--- config.mk ---
export PLATFORM = sky130hd
export DESIGN_NAME = instr_encoder
export DESIGN_NICKNAME = d
export VERILOG_FILES = /design/src/rtl/encoder_pkg.sv /design/src/rtl/sync_fifo.sv /design/src/rtl/instr_encoder.sv
export SDC_FILE = /design/constraint.sdc
export NUM_CORES = 1
export LEC_CHECK = 0
export CAP_MARGIN = 15
export CORE_ASPECT_RATIO = 0.75
export CORE_UTILIZATION = 45
export DETAILED_ROUTE_END_ITERATION = 16
export HOLD_SLACK_MARGIN = 0.02
export MAX_ROUTING_LAYER = met4
export PLACE_DENSITY = 0.78
export SLEW_MARGIN = 5
export SYNTH_ARGS = -nofsm -noshare
export SYNTH_HDL_FRONTEND = slang
export SYNTH_SLANG_ARGS = --single-unit
--- constraint.sdc ---
create_clock -name clk -period 3.47 [get_ports clk]
set_input_delay 0.347 -clock clk [delete_from_list [all_inputs] [get_ports clk]]
set_output_delay 0.347 -clock clk [all_outputs]
set_load 0.01 [all_outputs]
--- src/rtl/encoder_pkg.sv ---
// Shared opcode constants, request-op enum and the field-to-word packer for the
// MIPS instruction loader; the control decoder takes its opcode values from here.
package encoder_pkg;

    localparam logic [5:0] OPC_RTYPE = 6'b000000;
    localparam logic [5:0] OPC_LW    = 6'b100011;
    localparam logic [5:0] OPC_SW    = 6'b101011;
    localparam logic [5:0] OPC_BEQ   = 6'b000100;
    localparam logic [5:0] OPC_BRNV  = 6'b010101;
    localparam logic [5:0] OPC_ORI   = 6'b001101;

    typedef enum logic [2:0] {
        OP_RTYPE = 3'd0,
        OP_LW    = 3'd1,
        OP_SW    = 3'd2,
        OP_BEQ   = 3'd3,
        OP_BRNV  = 3'd4,
        OP_ORI   = 3'd5
    } req_op_e;

    typedef enum logic {
        ST_IDLE  = 1'b0,
        ST_WRITE = 1'b1
    } wr_state_e;

    function automatic logic op_legal(input logic [2:0] op);
        return (op <= 3'd5);
    endfunction

    // I-type words ignore rd, shamt and funct; illegal ops pack to zero.
    function automatic logic [31:0] encode(
        input logic [2:0]  op,
        input logic [4:0]  rs,
        input logic [4:0]  rt,
        input logic [4:0]  rd,
        input logic [4:0]  shamt,
        input logic [5:0]  funct,
        input logic [15:0] imm
    );
        logic [31:0] word;
        case (op)
            OP_RTYPE: word = {OPC_RTYPE, rs, rt, rd, shamt, funct};
            OP_LW:    word = {OPC_LW,   rs, rt, imm};
            OP_SW:    word = {OPC_SW,   rs, rt, imm};
            OP_BEQ:   word = {OPC_BEQ,  rs, rt, imm};
            OP_BRNV:  word = {OPC_BRNV, rs, rt, imm};
            OP_ORI:   word = {OPC_ORI,  rs, rt, imm};
            default:  word = 32'h0;
        endcase
        return word;
    endfunction

endpackage

--- src/rtl/sync_fifo.sv ---
// Single-clock FIFO with first-word-fall-through read data; clear empties it in one cycle.
module sync_fifo #(
    parameter int WIDTH = 32,
    parameter int DEPTH = 4
) (
    input  logic                     clk,
    input  logic                     reset,
    input  logic                     clear,
    input  logic                     push,
    input  logic [WIDTH-1:0]         wdata,
    input  logic                     pop,
    output logic [WIDTH-1:0]         rdata,
    output logic                     full,
    output logic                     empty,
    output logic [$clog2(DEPTH):0]   count
);

    localparam int AW = $clog2(DEPTH);
    localparam logic [AW:0] FULL_CNT = (AW+1)'(DEPTH);

    logic [WIDTH-1:0] mem [DEPTH];
    logic [AW-1:0]    wr_ptr;
    logic [AW-1:0]    rd_ptr;
    logic             do_push;
    logic             do_pop;

    assign full    = (count == FULL_CNT);
    assign empty   = (count == '0);
    assign do_push = push && !full;
    assign do_pop  = pop && !empty;
    assign rdata   = mem[rd_ptr];

    always_ff @(posedge clk) begin
        if (do_push) mem[wr_ptr] <= wdata;
    end

    always_ff @(posedge clk) begin
        if (reset || clear) begin
            wr_ptr <= '0;
            rd_ptr <= '0;
            count  <= '0;
        end else begin
            if (do_push) wr_ptr <= wr_ptr + 1'b1;
            if (do_pop)  rd_ptr <= rd_ptr + 1'b1;
            case ({do_push, do_pop})
                2'b10:   count <= count + 1'b1;
                2'b01:   count <= count - 1'b1;
                default: count <= count;
            endcase
        end
    end

endmodule

--- src/rtl/instr_encoder.sv ---
// Packs field-level instruction requests into 32-bit words, queues them and
// writes them to instruction memory at consecutive word addresses.
module instr_encoder
    import encoder_pkg::*;
#(
    parameter int DEPTH     = 4,
    parameter int ADDR_W    = 8,
    parameter int BASE_ADDR = 0
) (
    input  logic              clk,
    input  logic              reset,
    input  logic              flush,
    input  logic              req_valid,
    output logic              req_ready,
    input  logic [2:0]        req_op,
    input  logic [4:0]        req_rs,
    input  logic [4:0]        req_rt,
    input  logic [4:0]        req_rd,
    input  logic [4:0]        req_shamt,
    input  logic [5:0]        req_funct,
    input  logic [15:0]       req_imm,
    output logic              mem_we,
    output logic [ADDR_W-1:0] mem_addr,
    output logic [31:0]       mem_wdata,
    input  logic              mem_ack,
    output logic [ADDR_W:0]   wr_count,
    output logic              err_illegal,
    output logic              busy
);

    localparam logic [ADDR_W:0] WR_MAX = {1'b1, {ADDR_W{1'b0}}};

    wr_state_e state_q, state_d;

    logic        accept;
    logic        push;
    logic        pop;
    logic [31:0] enc_word;
    logic [31:0] fifo_rdata;
    logic        fifo_full;
    logic        fifo_empty;
    logic [$clog2(DEPTH):0] fifo_count;

    // Request side: a request transfers on any cycle where req_valid && req_ready;
    // req_valid may not wait on req_ready. Memory side: mem_we/addr/wdata stay
    // stable until a cycle with mem_ack, which completes that write.
    assign req_ready = !fifo_full && !flush && !reset;
    assign accept    = req_valid && req_ready;
    assign push      = accept && op_legal(req_op);
    assign enc_word  = encode(req_op, req_rs, req_rt, req_rd, req_shamt, req_funct, req_imm);

    sync_fifo #(
        .WIDTH (32),
        .DEPTH (DEPTH)
    ) u_fifo (
        .clk   (clk),
        .reset (reset),
        .clear (flush),
        .push  (push),
        .wdata (enc_word),
        .pop   (pop),
        .rdata (fifo_rdata),
        .full  (fifo_full),
        .empty (fifo_empty),
        .count (fifo_count)
    );

    always_comb begin
        state_d = state_q;
        pop     = 1'b0;
        case (state_q)
            ST_IDLE: begin
                if (!fifo_empty) begin
                    state_d = ST_WRITE;
                    pop     = 1'b1;
                end
            end
            ST_WRITE: begin
                if (mem_ack) begin
                    if (!fifo_empty) pop = 1'b1;
                    else             state_d = ST_IDLE;
                end
            end
            default: state_d = ST_IDLE;
        endcase
        if (flush) begin
            state_d = ST_IDLE;
            pop     = 1'b0;
        end
    end

    always_ff @(posedge clk) begin
        if (reset) state_q <= ST_IDLE;
        else       state_q <= state_d;
    end

    assign mem_we = (state_q == ST_WRITE);
    assign busy   = !fifo_empty || mem_we;

    // Flush discards the in-flight word even when mem_ack lands in the same cycle.
    always_ff @(posedge clk) begin
        if (reset || flush) begin
            mem_addr  <= ADDR_W'(BASE_ADDR);
            mem_wdata <= 32'h0;
            wr_count  <= '0;
        end else begin
            if (mem_we && mem_ack) begin
                mem_addr <= mem_addr + 1'b1;
                if (wr_count != WR_MAX) wr_count <= wr_count + 1'b1;
            end
            if (pop) mem_wdata <= fifo_rdata;
        end
    end

    always_ff @(posedge clk) begin
        if (reset) err_illegal <= 1'b0;
        else       err_illegal <= accept && !op_legal(req_op);
    end

endmodule

Word-level counts from Yosys, hierarchy flattened
Memory sizes are Yosys's and may differ from the RTL's. A register that Yosys moved wholly into a read port is not among the register bits.
Cells that the tools add are included.
{ "word_totals": {"reg_bits": 26, "ram_bits": 128, "inputBits": 50, "memories": 1} }
{ "classes": {"add_sub_neg": 6, "n_lt_le_gt_ge": 1, "eq_ne": 9, "n_mux": 10, "bitwise": 1, "reduce_logical": 20} }
{ "mem_list": {"columns": ["name", "words", "word_bits", "read_ports", "rd_clocked_by_memory_dff", "wr", "line_no", "text"], "rows": [
  ["u_fifo.mem", 4, 32, 1, 1, 1, "sync_fifo.sv:21", "logic [WIDTH-1:0] mem [DEPTH];"]
]} }
{ "op_table": {"columns": ["operator", "count"], "rows": [
  ["one-hot mux 32 bit (6 select lines)", 1],
  ["adder 9 x 1 -> 9 bit, second input constant", 1],
  ["equality test 3 bit, second input constant", 3],
  ["inequality test 9 bit, second input constant", 1],
  ["adder 8 x 1 -> 8 bit, second input constant", 1],
  ["logical AND 1 bit", 8],
  ["equality test 3 x 2 -> 1 bit, second input constant", 2],
  ["zero test 3 bit", 2],
  ["two-way mux 1 bit", 6],
  ["one-hot mux 3 bit (2 select lines)", 1],
  ["zero test 1 bit", 5],
  ["adder 2 x 1 -> 2 bit, second input constant", 2],
  ["one-hot mux 1 bit (2 select lines)", 2],
  ["adder 3 x 1 -> 3 bit, second input constant", 1],
  ["equality test 3 x 1 -> 1 bit, second input constant", 1],
  ["less-or-equal comparator 3 bit, second input constant", 1],
  ["subtractor 3 x 1 -> 3 bit, second input constant", 1],
  ["equality test 2 x 1 -> 1 bit, second input constant", 1],
  ["equality test 2 bit, second input constant", 1],
  ["logical OR 1 bit", 2],
  ["AND reduction 2 bit", 1],
  ["nonzero test 2 bit", 1],
  ["OR reduction 2 bit", 1],
  ["NOT 1 bit", 1]
]} }

Logic depth before layout (Yosys ltp)
Gate-level depths: netlist of run 1.
{ "depth": {"word_depth": 9, "mapped_depth": 11, "ltp_nobuf": 9} }

Hierarchy
A second synthesis of run 1 with hierarchy kept.
{ "hier_totals": {"cells_unflattened": 556, "hier_area_um2": 7568.5} }
{ "by_module_without_submodules": {"columns": ["mod", "instances", "cells_each", "area_per_inst_um2", "seq_area_each_um2"], "rows": [
  ["sync_fifo", 1, 223, 5088.6, 4023.9],
  ["instr_encoder", 1, 333, 2479.9, 1021.0]
]} }

Worst setup path before layout of run 1
Ideal clock, no wire load.
{ "synth_timing": {"path_kind": "register -> register", "start": "reg u_fifo.count[2]", "end": "reg u_fifo.count[2]", "setup_ps": 70, "t_arrival_ps": 2297, "path_slack_ps": 1103, "stages_incl_launch_ff": 12, "n_path_buf": 2, "period_less_slack_ps": 2367, "path_cell_list": "dfxtp_1 -> nor3_1 -> or3_1 -> buf_2 -> clkinv_2 -> buf_4 -> ha_1 -> inv_1 -> fa_1 -> xor2_1 -> or3_1 -> a21oi_1"} }
{ "synth_via": {"elab_cells_between_ends": 20, "classes_between": "add/sub (2); eq/ne (3); mux (5); reduce/logical (10)"} }
{ "synth_lines": {"columns": ["element", "line_no", "text"], "rows": [
  ["start, declared", "sync_fifo.sv:15", "output logic [$clog2(DEPTH):0] count"],
  ["start signal, assigned", "sync_fifo.sv:46", "2'b10: count <= count + 1'b1;"],
  ["start signal, assigned", "sync_fifo.sv:47", "2'b01: count <= count - 1'b1;"],
  ["start signal, assigned", "sync_fifo.sv:48", "default: count <= count;"],
  ["zero test 3 bit (*)", "sync_fifo.sv:28", "assign empty = (count == '0);"],
  ["two-way mux 1 bit", "instr_encoder.sv:73, instr_encoder.sv:80", null],
  ["two-way mux 1 bit", "instr_encoder.sv:79", "if (mem_ack) begin"],
  ["one-hot mux 1 bit (2 select lines)", "instr_encoder.sv:71", "case (state_q)"],
  ["two-way mux 1 bit", "instr_encoder.sv:86", "if (flush) begin"],
  ["logical AND 1 bit (*)", "sync_fifo.sv:30", "assign do_pop = pop && !empty;"],
  ["named net u_fifo.do_pop", "sync_fifo.sv:25", "logic do_pop;"],
  ["equality test 2 x 1 -> 1 bit or equality test 2 bit (tied branches)", "sync_fifo.sv:45", "case ({do_push, do_pop})"],
  ["one-hot mux 3 bit (2 select lines) or nonzero test 2 bit (tied branches)", null, null]
]} }
The timed path passes the listed nets; every way through them passes the cells marked *.
A chain may end at the register's enable or synchronous reset.

Final worst setup path of run 1
{ "layout_timing": {"start": "in flush", "end": "reg u_fifo.count[2]"} }
{ "layout_via": {"elab_chain_cells": 8, "elab_cells_between_ends": 13, "classes_between": "eq/ne (2); mux (2); reduce/logical (9)"} }
{ "layout_rtl": {"columns": ["element", "line_no", "text"], "rows": [
  ["start, declared", "instr_encoder.sv:12", "input logic flush,"],
  ["zero test 1 bit", "instr_encoder.sv:47", "assign req_ready = !fifo_full && !flush && !reset;"],
  ["logical AND 1 bit (2 in series)", "instr_encoder.sv:47", null],
  ["logical AND 1 bit", "instr_encoder.sv:48", "assign accept = req_valid && req_ready;"],
  ["logical AND 1 bit", "instr_encoder.sv:49", "assign push = accept && op_legal(req_op);"],
  ["logical AND 1 bit", "sync_fifo.sv:29", "assign do_push = push && !full;"],
  ["equality test 2 x 1 -> 1 bit or equality test 2 bit (tied branches)", "sync_fifo.sv:45", null],
  ["one-hot mux 3 bit (2 select lines) or nonzero test 2 bit (tied branches)", null, null]
]} }
Parallel ways exist; a longest one is shown, timed or not.

==> results of run 1 <==
[layout make-up]
type | instances | area [µm²] | area share
clock buffers | 22 | 506.7 | 0.05575
well taps | 205 | 256.5 | 0.02822
clock inverters | 10 | 113.9 | 0.01253
flip-flops and latches | 181 | 4866 | 0.5353
inverters | 11 | 42.54 | 0.004680
repair buffers | 117 | 1134 | 0.1247
multi-input cells | 297 | 2171 | 0.2388
[cells by family after synthesis]
| logic type | synth area share |
|---|---|
| flip-flops | 0.6742 |
| AND/OR/NAND/NOR | 0.1001 |
| AO/OA/AOI/OAI | 0.05965 |
| buffers and inverters | 0.02566 |
| multiplexers | 0.09953 |
| XOR/XNOR | 0.02428 |
| adder cells (fa/ha/maj) | 0.01665 |
[report_power, final]
group	switching, µW	internal, µW
clock	787	1190
sequential	5.25	2330
combinational	110	95.5
total	902	3610
[per-stage QoR]
step	cell area [µm²]	cells	setup slack, ns
floorplan	7216	521	1.103
global placement	8469	811	0.7523
detailed placement	8469	811	0.6393
CTS	9090	843	1.042
global route	9090	843	0.8561
finish	9090	843	1.039
[state kept, by name, summed over array words and instances (netlist names)]
name	count
mem_wdata	31
u_fifo.rd_ptr	2
wr_count	9
mem_addr	8
u_fifo.wr_ptr	2
u_fifo.mem	124
u_fifo.count	3
err_illegal	1
mem_we	1
[cells in the final DEF, fill, tap and decap left out, drive strengths merged, types with 3 or more instances in the layout]
master         instances
o21ai                 20
inv                   12
xnor2                  6
edfxtp               124
clkinv                 6
and2                  16
dfxtp                 57
mux4                  31
or3                    3
nand4                  7
and3                   3
xor2                  14
buf                   15
nand3                  3
ha                     8
clkbuf                22
a22oi                 16
nor2                  28
nand2                 87
clkdlybuf4s50        102
a21oi                 36
[layer usage]
| metal | vias up | global-route usage |
|---|---|---|
| met4 | 0 | 0.06667 |
| met1 | 2212 | 0.2677 |
| met3 | 18 | 0.04385 |
| met5 | - | - |
| met2 | 175 | 0.3033 |
| li1 | 2103 | - |
[final timing paths]
check                                               endpoint  slack (ns)
worst max-delay path            u_fifo.count[2]$_SDFFE_PP0P_        1.04
worst min-delay path              mem_wdata[20]$_SDFFE_PP0N_        0.45
worst max register to register  u_fifo.count[2]$_SDFFE_PP0P_        1.16
worst min register to register    mem_wdata[20]$_SDFFE_PP0N_        0.45
[critical path, cell delays in order]
cell and delay (ns):
sky130_fd_sc_hd__clkdlybuf4s50_1 0.45, sky130_fd_sc_hd__or3b_1 0.41, sky130_fd_sc_hd__a221oi_2 0.46, sky130_fd_sc_hd__inv_1 0.09, sky130_fd_sc_hd__ha_1 0.23, sky130_fd_sc_hd__inv_1 0.08
sky130_fd_sc_hd__fa_1 0.18, sky130_fd_sc_hd__xor2_1 0.07, sky130_fd_sc_hd__or3_1 0.31, sky130_fd_sc_hd__a21oi_1 0.15
==> flow_summary.rst, run 1 <==
.. list-table::
   :header-rows: 1

   * - Metric
     - Value
   * - Sinks on Clock Net
     - around 180
   * - Largest cells by area after synthesis
     - sky130_fd_sc_hd__edfxtp_1 (52%), sky130_fd_sc_hd__dfxtp_1 (16%), sky130_fd_sc_hd__mux4_2 (9.7%), sky130_fd_sc_hd__nand2_1 (4.5%), sky130_fd_sc_hd__a21oi_1 (2.5%)
   * - Avg Inst Size Synth
     - 13.85 µm²
   * - Floorplan die width
     - 148.2 µm
   * - Top routing layer in use
     - met4
   * - Final Hold Fails
     - 0
   * - Hold Buf Count CTS
     - 0
   * - Relative max-transition margin
     - 0.5754
   * - Layout cell share with drive strength beyond 1
     - 0.1332
   * - Met3 routed WL
     - between 1 and 1.5 mm
   * - Type of the worst setup path
     - input port to flip-flop
   * - Maximum count of clock buffers along a single path
     - 2
   * - Via count of the first global-routing pass
     - 4,624
   * - Min-Delay Startpoint
     - mem_wdata[20]$_SDFFE_PP0N_
   * - HP Class
     - flip-flop to flip-flop
   * - Total clock buffers created by CTS
     - 17
   * - Number of inserted filler cells in the final layout
     - 1,181
   * - Worst Setup Start Kind
     - input port
   * - Synthesized instance count
     - 521
   * - Post-synthesis sequential area ratio
     - 0.6742
   * - First-pass GRT wire length
     - 24.03 mm
   * - Total length of routed met2 wires
     - ~7 mm
   * - Via count normalized by instance count
     - 5.348
   * - Flip-flop cell with the highest count after synthesis
     - sky130_fd_sc_hd__edfxtp_1
   * - Number of flops mapped to enable cells by yosys
     - 124
   * - Core footprint
     - 15,470 µm²
   * - Remaining antenna violation count after routing
     - 0
   * - Source of the worst register-to-register timing path
     - u_fifo.count[2]$_SDFFE_PP0P_
   * - Final critical-path share of the clock period
     - 0.7005
   * - Count of maximum capacitance violations
     - 0
   * - Worst setup skew after layout
     - a little under 0.009 ns
   * - Number of design rule violations left after detail routing
     - 0
   * - Number of distinct library cell variants in the gate-level netlist after synthesis
     - 36
   * - Data required time of the critical path
     - 3.81 ns
   * - FFs w/ async S/R, synth
     - 0
   * - CP max FO
     - 8
   * - Diode insertion count for antenna repair
     - 0
   * - I/O Pins
     - 103
   * - Final Power
     - 4514 µW
   * - Routed WL
     - roughly 15 mm
   * - Maximum clock frequency
     - 411.4 MHz
   * - Min cycle time layout
     - 2.431 ns
   * - Category of the worst setup path capture point
     - flip-flop
   * - Cell area after synthesis
     - 7216 µm²
   * - Die outline area
     - 16,550 µm²
   * - CP Data Arrival Time
     - 2.78 ns
   * - List of most frequent post-synthesis cells
     - sky130_fd_sc_hd__edfxtp_1 (124), sky130_fd_sc_hd__nand2_1 (87), sky130_fd_sc_hd__dfxtp_1 (57), sky130_fd_sc_hd__a21oi_1 (36), sky130_fd_sc_hd__mux4_2 (31)
   * - RSZ-0062 raised after global routing
     - false
   * - Die height
     - ~110 µm
   * - Area share of the largest cell type after synthesis
     - 0.5160
   * - Highest ir drop seen on vdd
     - 0.0003753 V
   * - GRT Overall Usage
     - 0.1999
   * - Overall via count from detail_route
     - 4,508
   * - TritonCTS clock tree
     - done
   * - Library cell with the largest summed area after synthesis
     - sky130_fd_sc_hd__edfxtp_1
   * - Worst hold slack
     - 0.4546 ns
   * - Number of core rows
     - 39
   * - GRT overflow
     - 0
   * - Max-slew violation count
     - 0
   * - Post-Syn Nets
     - 580
   * - Count of H-tree levels built during CTS
     - 4
   * - Post-CTS clock slew at the launch and capture registers of the worst setup and hold paths
     - 0.06 ns
   * - Leading cell type by number of instances after synthesis
     - sky130_fd_sc_hd__edfxtp_1
   * - Post-CTS setup buffer count
     - 0
   * - HPWL reported at the end of detailed placement
     - 9.596 mm
   * - Number of antenna violations at the first check in global routing
     - 0
   * - Syn-to-layout area delta
     - 25.98%
   * - Final weighted congestion in routability-driven placement
     - 0.8014
   * - Cell depth of the worst min-delay path
     - 2
   * - Final core utilization
     - 0.5876
   * - Largest net degree at the start of global routing
     - 57
   * - Launching instance or port of the critical path
     - flush
   * - Post-DR wirelength/cell
     - 17.66 µm
   * - Setup violation total in the final timing report
     - 0
   * - Fin Setup TNS
     - 0 ns
   * - Static Leakage
     - 0.002924 µW
   * - Number of cells on the worst reg-to-reg path
     - 9
   * - #FFs+latches synth
     - 181
   * - Yosys warning total
     - 0
   * - Count of port buffers added during placement
     - 102
   * - Root buffer cell
     - sky130_fd_sc_hd__clkbuf_16
   * - Nets
     - between 600 and 700
   * - Slew @ Worst Pin
     - 0.6368 ns
   * - Clock insertion delay at the later pin of the skew report
     - ~0.42 ns
   * - Power density relative to cell area
     - roughly 500 nW/µm²
   * - Post-CTS Resized
     - 0
   * - Initial DRT Pass Iterations
     - 5
   * - Detailed-route wire length on metal 1
     - 6.709 mm
   * - Initial core utilization
     - 0.4665
   * - Run status
     - finished clean
   * - DR iter-0 viols
     - 260
Note: power is estimated with default switching activity, not from simulation.
==> run 2, diff against run 1 <==
- clock period: 3.47 -> 2.5 ns (I/O delays scaled with it)
==> flow_summary.rst, run 2 (synthesis results as in run 1) <==
.. list-table::
   :header-rows: 1

   * - Metric
     - Value
   * - Number of core rows
     - 39 (unchanged)
   * - Data required time of the critical path
     - 2.85 ns (was 3.81 ns)
   * - Most used cells in the layout excluding fill and tap cells
     - sky130_fd_sc_hd__edfxtp_1 (124), sky130_fd_sc_hd__clkdlybuf4s50_1 (102), sky130_fd_sc_hd__nand2_1 (87) (unchanged)
   * - Maximum clock frequency
     - 436.3 MHz
   * - DR iter-0 viols
     - 334 (was 260)
   * - Total clock buffers created by CTS
     - 17 (unchanged)
   * - Area of placed instances
     - 8632 µm² (was 8469 µm²)
   * - Post-CTS setup buffer count
     - 0 (unchanged)
   * - Final critical-path share of the clock period
     - 0.9169
   * - Highest ir drop seen on vdd
     - 0.0004353 V (was 0.0003753 V)
   * - Setup violation total in the final timing report
     - 0 (unchanged)
   * - Post-layout instance count excluding filler cells
     - 853 (was 843)
   * - Clock insertion delay at the later pin of the skew report
     - 0.43 ns (was 0.42 ns)
   * - Final weighted congestion in routability-driven placement
     - 0.8122 (was 0.8014)
   * - Largest incremental delay on the critical path
     - 0.40 ns (was 0.46 ns)
   * - Critical-path cell with the highest stage delay
     - sky130_fd_sc_hd__dfxtp_1 (was sky130_fd_sc_hd__a221oi_2)
   * - Slew @ Worst Pin
     - 0.7642 ns (was 0.6368 ns)
   * - Largest net degree at the start of global routing
     - 57 (unchanged)
   * - Critical Path, Cell by Cell
     - nor3_1 -> or3_1 -> clkinv_2 -> ha_1 -> inv_1 -> fa_1 -> xor2_1 -> or3_1 -> a21oi_1 (was clkdlybuf4s50_1 -> or3b_1 -> a221oi_2 -> inv_1 -> ha_1 -> inv_1 -> fa_1 -> xor2_1 -> or3_1 -> a21oi_1)
   * - HP Class
     - input port to flip-flop (was flip-flop to flip-flop)
   * - Via count normalized by instance count
     - 5.403 (was 5.348)
   * - Remaining antenna violation count after routing
     - 0 (unchanged)
   * - TritonCTS clock tree
     - done (unchanged)
   * - HPWL reported at the end of detailed placement
     - 10.06 mm (was 9.596 mm)
   * - Post-CTS clock slew at the launch and capture registers of the worst setup and hold paths
     - 0.06 ns (about the same)
   * - Nets
     - 694 (was 684)
   * - Layout cell share with drive strength beyond 1
     - 0.1358 (was 0.1332)
   * - Min cycle time layout
     - 2.292 ns
   * - GRT overflow
     - 0 (unchanged)
   * - GRT Overall Usage
     - 0.2063 (was 0.1999)
   * - Worst Setup Start Kind
     - flip-flop (was input port)
   * - First-pass GRT wire length
     - 24.65 mm (was 24.03 mm)
   * - Floorplan die width
     - 148.2 µm (unchanged)
   * - Power density relative to cell area
     - 685.2 nW/µm² (was 496.6 nW/µm²)
   * - Post-CTS Resized
     - 0 (unchanged)
   * - RSZ-0062 raised after global routing
     - false (unchanged)
   * - Largest register FFs
     - 124 (unchanged)
   * - Largest registers
     - u_fifo.mem: 124 flops, mem_wdata: 31 flops, wr_count: 9 flops (unchanged)
   * - Type of the worst setup path
     - flip-flop to flip-flop (was input port to flip-flop)
   * - Routed WL
     - 15.36 mm (was 14.89 mm)
   * - Count of maximum capacitance violations
     - 0 (unchanged)
   * - Initial DRT Pass Iterations
     - 5 (unchanged)
   * - I/O Pins
     - 103 (unchanged)
   * - Maximum count of clock buffers along a single path
     - 2 (unchanged)
   * - Hold Buf Count CTS
     - 0 (unchanged)
   * - Via count of the first global-routing pass
     - 4,669 (was 4,624)
   * - Biggest register
     - u_fifo.mem (unchanged)
   * - Run status
     - finished clean (unchanged)
   * - Max-slew violation count
     - 0 (unchanged)
   * - Core footprint
     - 15,470 µm² (unchanged)
   * - Post-DR wirelength/cell
     - 18.01 µm (was 17.66 µm)
   * - Final Hold Fails
     - 0 (unchanged)
   * - Die outline area
     - 16,550 µm² (unchanged)
   * - Number of placed instances, taps included
     - 821 (was 811)
   * - Final design area excluding fillers
     - 9254 µm² (was 9090 µm²)
   * - Worst hold slack
     - 0.3920 ns (was 0.4546 ns)
   * - Diode insertion count for antenna repair
     - 0 (unchanged)
   * - Die height
     - 111.7 µm (unchanged)
   * - Root buffer cell
     - sky130_fd_sc_hd__clkbuf_16 (unchanged)
   * - CP Data Arrival Time
     - 2.64 ns (was 2.78 ns)
   * - Relative max-transition margin
     - 0.4852 (was 0.5754)
   * - Count of H-tree levels built during CTS
     - 4 (unchanged)
   * - Initial core utilization
     - 0.4665 (unchanged)
   * - Number of design rule violations left after detail routing
     - 0 (unchanged)
   * - Sinks on Clock Net
     - 181 (unchanged)
   * - Category of the worst setup path capture point
     - flip-flop (unchanged)
   * - Count of port buffers added during placement
     - 102 (unchanged)
   * - CP max FO
     - 5 (was 8)
   * - Most frequent standard cell in the layout excluding fill and tap cells
     - sky130_fd_sc_hd__edfxtp_1 (unchanged)
   * - Cell mode on critical path
     - sky130_fd_sc_hd__or3_1 (was sky130_fd_sc_hd__inv_1)
   * - Overall via count from detail_route
     - 4,609 (was 4,508)
   * - Syn-to-layout area delta
     - 28.25% (was 25.98%)
   * - Final core utilization
     - 0.5982 (was 0.5876)
   * - Static Leakage
     - 0.002986 µW (was 0.002924 µW)
   * - Number of antenna violations at the first check in global routing
     - 0 (unchanged)
   * - Worst setup skew after layout
     - 0.007349 ns (was 0.008887 ns)
run 2: layout make-up:
class	instances	area (µm²)
fillers	1141	6215
flip-flops and latches	181	4866
multi-input cells	297	2171
repair buffers	127	1296
clock buffers	21	440.4
well taps	205	256.5
clock inverters	11	181.4
inverters	11	42.54
run 2: metal layers:
layer  track usage  vias to the layer above  share of wire
met3       0.05205                       18          0.065
met1        0.2623                     2305           0.43
met2        0.3196                      164           0.49
met4       0.07766                        0          0.015
met5             -                        -              0
li1              -                     2122              -
run 2: final timing paths:
check / cells after the start / from / slack (ns) / end
setup / recovery: 9 / u_fifo.count[2]$_SDFFE_PP0P_ / 0.21 / u_fifo.count[2]$_SDFFE_PP0P_
hold / removal: 3 / req_valid / 0.39 / err_illegal$_SDFF_PP0_
setup reg to reg: 9 / u_fifo.count[2]$_SDFFE_PP0P_ / 0.21 / u_fifo.count[2]$_SDFFE_PP0P_
hold reg to reg: 2 / mem_wdata[21]$_SDFFE_PP0N_ / 0.46 / mem_wdata[21]$_SDFFE_PP0N_
run 2: through the flow:
stage          total power [µW]  setup TNS, ns  worst slack, ns
2_1_floorplan              3441              0           0.1326
3_3_place_gp               3588              0          0.05277
3_5_place_dp               3604       -0.06769         -0.06769
4_1_cts                    6388              0           0.2205
5_1_grt                    6554              0           0.1474
6_report                   6341              0           0.2077
run 2: worst max-delay path: cells and delay by family (launching register included):
kind / cells / cell delay (ns)
buffers and inverters: 2 / 0.13
adders and majority gates: 2 / 0.53
AOI/OAI and AO/OA: 1 / 0.16
DFF: 1 / 0.40
xor gates and xnor gates: 1 / 0.16
and+or+nand+nor: 3 / 0.83
run 2: power by group:
| part | internal [µW] | switching, µW | total [µW] | leakage, µW |
|---|---|---|---|---|
| Clock | 1760 | 1040 | 2800 | 0.000295 |
| Combinational | 143 | 156 | 299 | 0.00110 |
| Sequential | 3230 | 7.67 | 3240 | 0.00159 |
